<file path="config.mk">
export PLATFORM = sky130hd
export DESIGN_NAME = counter_capture
export DESIGN_NICKNAME = d
export VERILOG_FILES = /design/src/rtl/counter_capture.sv
export SDC_FILE = /design/constraint.sdc
export NUM_CORES = 1
export LEC_CHECK = 0
export CORE_MARGIN = 2
export CORE_UTILIZATION = 58
export CTS_BUF_LIST = sky130_fd_sc_hd__clkbuf_16
export DETAILED_ROUTE_END_ITERATION = 8
export PLACE_DENSITY = 0.86
export SYNTH_ARGS = -nofsm -noshare
export SYNTH_HDL_FRONTEND = slang
export SYNTH_SLANG_ARGS = --single-unit
</file>
<file path="constraint.sdc">
create_clock -name clk -period 3.4 [get_ports clk]
set_input_delay 0.68 -clock clk [delete_from_list [all_inputs] [get_ports clk]]
set_output_delay 0.68 -clock clk [all_outputs]
set_load 0.05 [all_outputs]
</file>
<file path="src/rtl/counter_capture.sv">
// Timestamps capture/match events against a free-running count and queues
// them in a small FIFO drained over a valid/ready interface.
module counter_capture #(
  parameter int unsigned WIDTH = 6,
  parameter int unsigned DEPTH = 8
) (
  input  logic                       clk,
  input  logic                       rst,
  input  logic [WIDTH-1:0]           count_in,
  input  logic                       cap_req,
  input  logic                       match_en,
  input  logic [WIDTH-1:0]           match_val,
  output logic                       out_valid,
  input  logic                       out_ready,
  output logic [WIDTH+2:0]           out_data,
  output logic [$clog2(DEPTH):0]     level,
  output logic                       ovf,
  input  logic                       clr_ovf
);

  localparam int unsigned AW = $clog2(DEPTH);
  localparam int unsigned LW = AW + 1;
  localparam int unsigned DW = WIDTH + 3;

  typedef struct packed {
    logic             match;
    logic             req;
    logic             wrap;
    logic [WIDTH-1:0] count;
  } entry_t;

  logic [WIDTH-1:0] prev_cnt;
  logic             wrap_pend;
  logic [AW-1:0]    wr_ptr;
  logic [AW-1:0]    rd_ptr;
  entry_t           mem [DEPTH];

  logic             match_hit;
  logic             wrap_now;
  logic             evt;
  logic             full;
  logic             pop;
  logic             push;
  logic             drop;
  entry_t           new_entry;
  entry_t           head_next;
  logic [AW-1:0]    wr_next;
  logic [AW-1:0]    rd_next;
  logic [LW-1:0]    level_next;
  logic             valid_next;
  logic [DW-1:0]    data_next;
  logic             wrap_pend_next;
  logic             ovf_next;

  // Event detection, FIFO bookkeeping and next head entry
  always_comb begin
    match_hit      = 1'b0;
    wrap_now       = 1'b0;
    evt            = 1'b0;
    full           = 1'b0;
    pop            = 1'b0;
    push           = 1'b0;
    drop           = 1'b0;
    new_entry      = '0;
    head_next      = '0;
    wr_next        = wr_ptr;
    rd_next        = rd_ptr;
    level_next     = level;
    valid_next     = 1'b0;
    data_next      = '0;
    wrap_pend_next = wrap_pend;
    ovf_next       = ovf;

    // A held count produces only one hit: require the previous count to differ
    match_hit = match_en & (count_in == match_val) & (prev_cnt != match_val);
    wrap_now  = (count_in < prev_cnt);
    evt       = cap_req | match_hit;
    full      = (level == LW'(DEPTH));
    pop       = out_valid & out_ready;
    push      = evt & (~full | pop);
    drop      = evt & full & ~pop;

    new_entry.match = match_hit;
    new_entry.req   = cap_req;
    new_entry.wrap  = wrap_pend | wrap_now;
    new_entry.count = count_in;

    if (push) wr_next = wr_ptr + AW'(1);
    if (pop)  rd_next = rd_ptr + AW'(1);

    unique case ({push, pop})
      2'b10:   level_next = level + LW'(1);
      2'b01:   level_next = level - LW'(1);
      default: level_next = level;
    endcase

    // Write-through when the slot being written becomes the new head
    if (push && (wr_ptr == rd_next)) head_next = new_entry;
    else                             head_next = mem[rd_next];

    valid_next = (level_next != '0);
    data_next  = valid_next ? DW'(head_next) : '0;

    // A dropped event keeps the pending wrap for the next stored entry
    if (push) wrap_pend_next = 1'b0;
    else      wrap_pend_next = wrap_pend | wrap_now;

    // Set has priority over clear
    if (drop)         ovf_next = 1'b1;
    else if (clr_ovf) ovf_next = 1'b0;
  end

  // Control and output registers
  always_ff @(posedge clk or negedge rst) begin
    if (!rst) begin
      prev_cnt  <= '0;
      wrap_pend <= 1'b0;
      wr_ptr    <= '0;
      rd_ptr    <= '0;
      level     <= '0;
      ovf       <= 1'b0;
      out_valid <= 1'b0;
      out_data  <= '0;
    end else begin
      prev_cnt  <= count_in;
      wrap_pend <= wrap_pend_next;
      wr_ptr    <= wr_next;
      rd_ptr    <= rd_next;
      level     <= level_next;
      ovf       <= ovf_next;
      out_valid <= valid_next;
      out_data  <= data_next;
    end
  end

  // Storage array; contents are don't-care until written
  always_ff @(posedge clk) begin
    if (push) mem[wr_ptr] <= new_entry;
  end

endmodule

</file>
=== After elaboration in Yosys (flattened, before gate mapping) ===
Memory sizes are Yosys's and may differ from the RTL's.
Index checks and enable logic that the tools add are counted.

* Register bits: 28
* Bits in writable memories: 72
* Input bits: 18
* Output and inout port bits: 15
* Memories kept: 1
* Word-level logic and storage cells: 43

* Equal/unequal tests: 6
* Muxes and demuxes: 9
* Reduce and logical (&&, ||, !) cells: 3
* $add $sub $neg: 4
* Magnitude comparators: 1
* Bitwise operators: 11

{| class="wikitable"
|+ Memories
! memory !! words !! width !! rd ports !! clocked after memory_dff !! write ports !! line !! text
|-
| mem || 8 || 9 || 1 || 0 || 1 || 36 || <nowiki>entry_t mem [DEPTH];</nowiki>
|}

{| class="wikitable"
|+ Operators by type and width
! operator !! number
|-
| 9-bit 2-to-1 mux || 2
|-
| 4-bit case mux with 2 select lines || 1
|-
| 3-bit by 1-bit adder with 3-bit output (second input constant) || 2
|-
| 1-bit bitwise AND || 6
|-
| 6-bit == test || 1
|-
| 6-bit < comparator || 1
|-
| 6-bit inequality test || 1
|-
| 1-bit 2-to-1 mux || 5
|-
| 4-bit by 1-bit adder with 4-bit output (second input constant) || 1
|-
| 4-bit == test (second input constant) || 1
|-
| 4-bit nonzero test || 1
|-
| 4-bit by 1-bit subtractor with 4-bit output (second input constant) || 1
|-
| 3-bit == test || 1
|-
| 3-bit 2-to-1 mux || 1
|-
| 1-bit bitwise OR || 3
|-
| 2-bit by 1-bit == test with 1-bit output (second input constant) || 1
|-
| 2-bit == test (second input constant) || 1
|-
| 1-bit inverter || 2
|-
| 2-bit nonzero test || 1
|-
| 1-bit logical AND || 1
|}

=== Depth between registers and ports, before layout ===
* Word-level depth: 9
* Gate-level depth with buffers: 14

=== Least setup slack after synthesis ===
Ideal clock, no wire load.

* Path kind: input -> register
* Start point: in match_val[2]
* End point: reg out_data[6]
* Path slack: 0.082 ns
* Arrival time: 3.251 ns
* Buffers on the path: 0
* Setup time: 0.066 ns
* Cell stages on the path: 13
* Cell sequence: xor2_1 -> nor4_2 -> a211oi_4 -> nor2_1 -> nand3_1 -> inv_1 -> ha_1 -> a21o_1 -> a21oi_1 -> nor4b_1 -> a211oi_1 -> o22ai_4 -> o311a_1

* Cells in the longest elaborated chain, start to end: 9
* Elaborated cells on any way between the ends: 13
* Classes of those cells: eq/ne (4); mux (3); bitwise (4); reduce/logical (2)

{| class="wikitable"
|+ RTL lines
! element !! line !! text
|-
| from (decl) || 12 || <nowiki>input logic [WIDTH-1:0] match_val,</nowiki>
|-
| 6-bit == test || 75 || <nowiki>match_hit = match_en & (count_in == match_val) & (prev_cnt != match_val);</nowiki>
|-
| 1-bit bitwise AND || 75 ||
|-
| 1-bit bitwise AND * || 75 ||
|-
| named net match_hit || 38 || <nowiki>logic match_hit;</nowiki>
|-
| 1-bit bitwise OR * || 77 || <nowiki>evt = cap_req | match_hit;</nowiki>
|-
| 1-bit bitwise AND * || 80 || <nowiki>push = evt & (~full | pop);</nowiki>
|-
| 2-bit by 1-bit == test with 1-bit output or 2-bit == test (tied branches) || 91 || <nowiki>unique case ({push, pop})</nowiki>
|-
| 4-bit case mux with 2 select lines * || 91 ||
|-
| 4-bit nonzero test * || 101 || <nowiki>valid_next = (level_next != '0);</nowiki>
|-
| named net valid_next || 50 || <nowiki>logic valid_next;</nowiki>
|-
| 9-bit 2-to-1 mux * || 102 || <nowiki>data_next = valid_next ? DW'(head_next) : '0;</nowiki>
|-
| named net data_next[6] || 51 || <nowiki>logic [DW-1:0] data_next;</nowiki>
|-
| to (signal assigned) || 132 || <nowiki>out_data <= data_next;</nowiki>
|-
| to (decl) || 15 || <nowiki>output logic [WIDTH+2:0] out_data,</nowiki>
|}

The timed path passes the listed nets; every way through them passes the cells marked *.
A chain may end at the register's enable or synchronous reset.

=== Final worst setup path ===
Same ends and word-level chain as after synthesis.

==> PnR_summary.wiki <==
{| class="wikitable"
! Metric !! Value
|-
| Number of core rows || 31
|-
| Highest fanout seen on the critical path || 5
|-
| Critical setup path kind || in2reg
|-
| Most frequent cell after synthesis || edfxtp_1
|-
| Via count of the first global-routing pass || about 2800
|-
| Syn_nets || 295
|-
| Mean post-synth cell area || roughly 16 sq um
|-
| CTS tree || done
|-
| Top flip-flop cell by instance count after synthesis || edfxtp_1
|-
| Worst-Skew Late Latency || 340 ps
|-
| Asr flop ratio synth || 0.280
|-
| Portion of the post-synthesis area used by sequential elements || 0.660
|-
| TritonCTS buffer count || 9
|-
| Maximum number of pins on one net before global-route repair || 29
|-
| Final critical path time including I/O delays and setup || approximately 3300 ps
|-
| #FFs+latches synth || 100
|-
| Top cell type's share of synthesized area || 0.498
|-
| Warnings, synthesis || 0
|-
| Number of DRC violations after detailed routing || 0
|-
| Power per cell area || 979 nW/um^2
|-
| Number of primary I/O pins || 33
|-
| Total wirelength of the detailed-routed design || 9440 microns
|-
| Core Footprint || 7250 sq um
|-
| Die ar. || 8190 sq um
|-
| Worst Path Required || around 3700 ps
|-
| Final weighted congestion in routability-driven placement || 0.787
|-
| Buffers plus inverters on the worst setup path || 3
|-
| Vias per Instance || 5.89
|-
| Initial Utilization || 0.598
|-
| Run status || complete, no violations
|-
| Clock Path Buffers || 2
|-
| Top cell family by delay on the critical path || compound AO/OA/AOI/OAI gates
|-
| Fillers || around 430
|-
| Leading cell types by total area after synthesis || edfxtp_1 50%, dfrtp_1 16%, mux4_2 9.3%
|-
| Number of nets in the finished design || 364
|-
| Endpoints failing hold || 0
|-
| Floorplan die height || 90.5 microns
|-
| Number of library cell types mapped by synthesis || 49
|-
| Initial drt markers || 270
|-
| Final setup violation count || 0
|-
| Input/output buffers || 32
|-
| Post-synthesis instance total || 267
|-
| FMAX || 302 MHz
|-
| Leak || approximately 2.2 nW
|-
| Clock transition at the registers of the reported paths || 60 ps
|-
| Placed Area || 4980 sq um
|-
| Actual transition at the worst max-transition pin || 599 ps
|-
| Final worst clock skew || 7.16 ps
|-
| Final critical-path setup slack || 85.1 ps
|-
| Area grow syn2layout || 25.9%
|-
| Total count of max-transition violations in the final report || 0
|-
| CP max-delay cell || clkdlybuf4s50_1
|-
| Proportion of layout cells with a drive suffix above 1 || 0.284
|-
| Cells along the critical path || clkdlybuf4s50_1 > buf_4 > xnor2_2 > nand3_2 > a211oi_4 > nor2_4 > nand3_2 > inv_1 > ha_1 > a21o_1 > a21oi_2 > nor4b_4 > a211oi_4 > o22ai_4 > o311a_1
|-
| 1st-pass router iterations || 4
|-
| Most instantiated cells after synthesis || 72 x edfxtp_1, 28 x dfrtp_1, 22 x nand2_1
|-
| Post-detail-place hpwl || 6050 microns
|-
| Width of the chip || 90.5 microns
|-
| Max-slew headroom || 0.598
|-
| Via count || 2590
|-
| Cell area after layout || 5470 sq um
|-
| Clock sink count || 100
|-
| Number of antenna-violating nets in the routed design || 0
|-
| Total global-route track usage || 0.248
|-
| Number of antenna violations at the first check in global routing || 0
|-
| Type of destination of the critical path || flip-flop
|-
| Diodes inserted || 0
|-
| Biggest area consumer among synthesized cells || edfxtp_1
|-
| Post-detailed-route wirelength per cell || 21.5 microns
|-
| Pre-CTS setup slack || -694 ps
|-
| Number of enable flip-flop cells after synthesis || slightly above 70
|-
| Number of H-tree levels || 3
|-
| CP peak stage delay || 430 ps
|-
| Fin crit share || 0.975
|-
| Wire length of the first global-routing pass || 15000 microns
|-
| Arr. time, crit path || 3590 ps
|-
| Mapped Area || 4340 sq um
|-
| Class of the tightest hold or removal check || reg2reg
|-
| Peak supply drop || 0.488 mV
|-
| Crit start category || input pin
|-
| Grt ovf || 0
|-
| Maxcap violations || 0
|-
| CTS Root Buffer Type || clkbuf_16
|}
==> stage by stage <==
step	TNS, ps	power (W)	hold slack, ps	util	instances
2_1_floorplan	0	0.00339	384	-	267
3_3_place_gp	-4080	0.00398	500	0.687	421
3_5_place_dp	-6770	0.00408	512	0.687	421
4_1_cts	0	0.00532	526	0.746	440
5_1_grt	-314	0.00560	572	0.754	440
6_report	0	0.00535	527	0.754	440
==> cell usage in the layout, fill, tap and decap left out, types with 2 or more instances in the layout <==
cell type        count
a211oi_4             2
buf_4               33
inv_6                2
mux2i_1              3
nand2_1             22
dlygate4sd2_1        2
nand2b_1             3
dfrtp_1             28
a21o_1               5
clkdlybuf4s50_1     24
nand3_1              6
clkbuf_16            9
nor2_1               8
ha_1                 8
edfxtp_1            72
bufinv_16            3
o211a_1              6
nand3_2              6
xnor2_1             10
mux4_2              18
o21a_1               2
nor4_1               2
xnor2_2              3
a21oi_1              4
dlymetal6s2s_1       6
nor3_1               5
xor2_1               7
inv_1               11
o22ai_4              2
==> layout make-up <==
| class | instances | area (sq um) | share of cell area |
|---|---|---|---|
| multi-input cells | 148 | 1510 | 0.276 |
| clock buffers | 9 | 225 | 0.0412 |
| clock inverters | 7 | 121 | 0.0222 |
| well taps | 99 | 124 | 0.0227 |
| repair buffers | 65 | 581 | 0.106 |
| inverters | 12 | 45.0 | 0.00824 |
| flip-flops and latches | 100 | 2860 | 0.524 |
==> worst register-to-register path: stages, from the launching register on <==
cell and delay, ps:
dfrtp_1 390, xor2_1 170, nor4_2 370, a211oi_4 130
nor2_4 160, nand3_2 100, buf_4 160, fa_2 330
xnor2_1 180, nand3b_1 180, nor2_1 60, a21oi_1 190
nor2_2 100, o22ai_4 220, o311a_1 240
==> kinds of logic (layout without fill, tap and decap cells) <==
group	count (synthesis)	after routing	share of synthesized area
flip-flops	100	100	0.660
AND/OR/NAND/NOR	66	66	0.0810
AO/OA/AOI/OAI	27	28	0.0556
multiplexers	23	23	0.105
XOR/XNOR	21	21	0.0467
buffers and inverters	20	93	0.0213
adder cells (fa/ha/maj)	10	10	0.0306
==> path summary, 6_finish.rpt <==
check	from	endpoint	depth (start not counted)	slack [ps]
hold reg to reg	wrap_pend	wrap_pend	1	530
max in group asynchronous	rst	prev_cnt[1]	2	2370
min in group asynchronous	rst	wr_ptr[0]	2	720
hold / removal	wrap_pend	wrap_pend	1	530
setup / recovery	match_val[2]	out_data[6]	15	90
setup reg to reg	prev_cnt[1]	out_data[6]	14	370
==> power breakdown <==
group / switching, W / total, W / internal [W]
Clock: 0.000442 / 0.00117 / 0.000724
Combinational: 0.00133 / 0.00243 / 0.00109
Sequential: 0.000170 / 0.00176 / 0.00159
==> sequential cells by signal, indices dropped and copies added (netlist names), 3 cells and up <==
register and cells:
wr_ptr 3, out_data 9, rd_ptr 3, prev_cnt 6, mem 72, level 4
==> layer usage <==
layer  wire (microns)  global-route usage  vias to the layer above
li1                 -                   -                     1156
met4              162              0.0705                        0
met5                0                   0                        -
met3              512              0.0492                       14
met2             4830               0.427                       96
met1             3940               0.323                     1324
==> what timing repair did <==
item,CTS,global route
hold buffers,0,0
gates cloned,1,0
setup endpoints to repair,11,11
gates resized for setup,13,12
buffers inserted,2,0
pin swaps,12,11
Note: power is estimated with default switching activity, not from simulation.
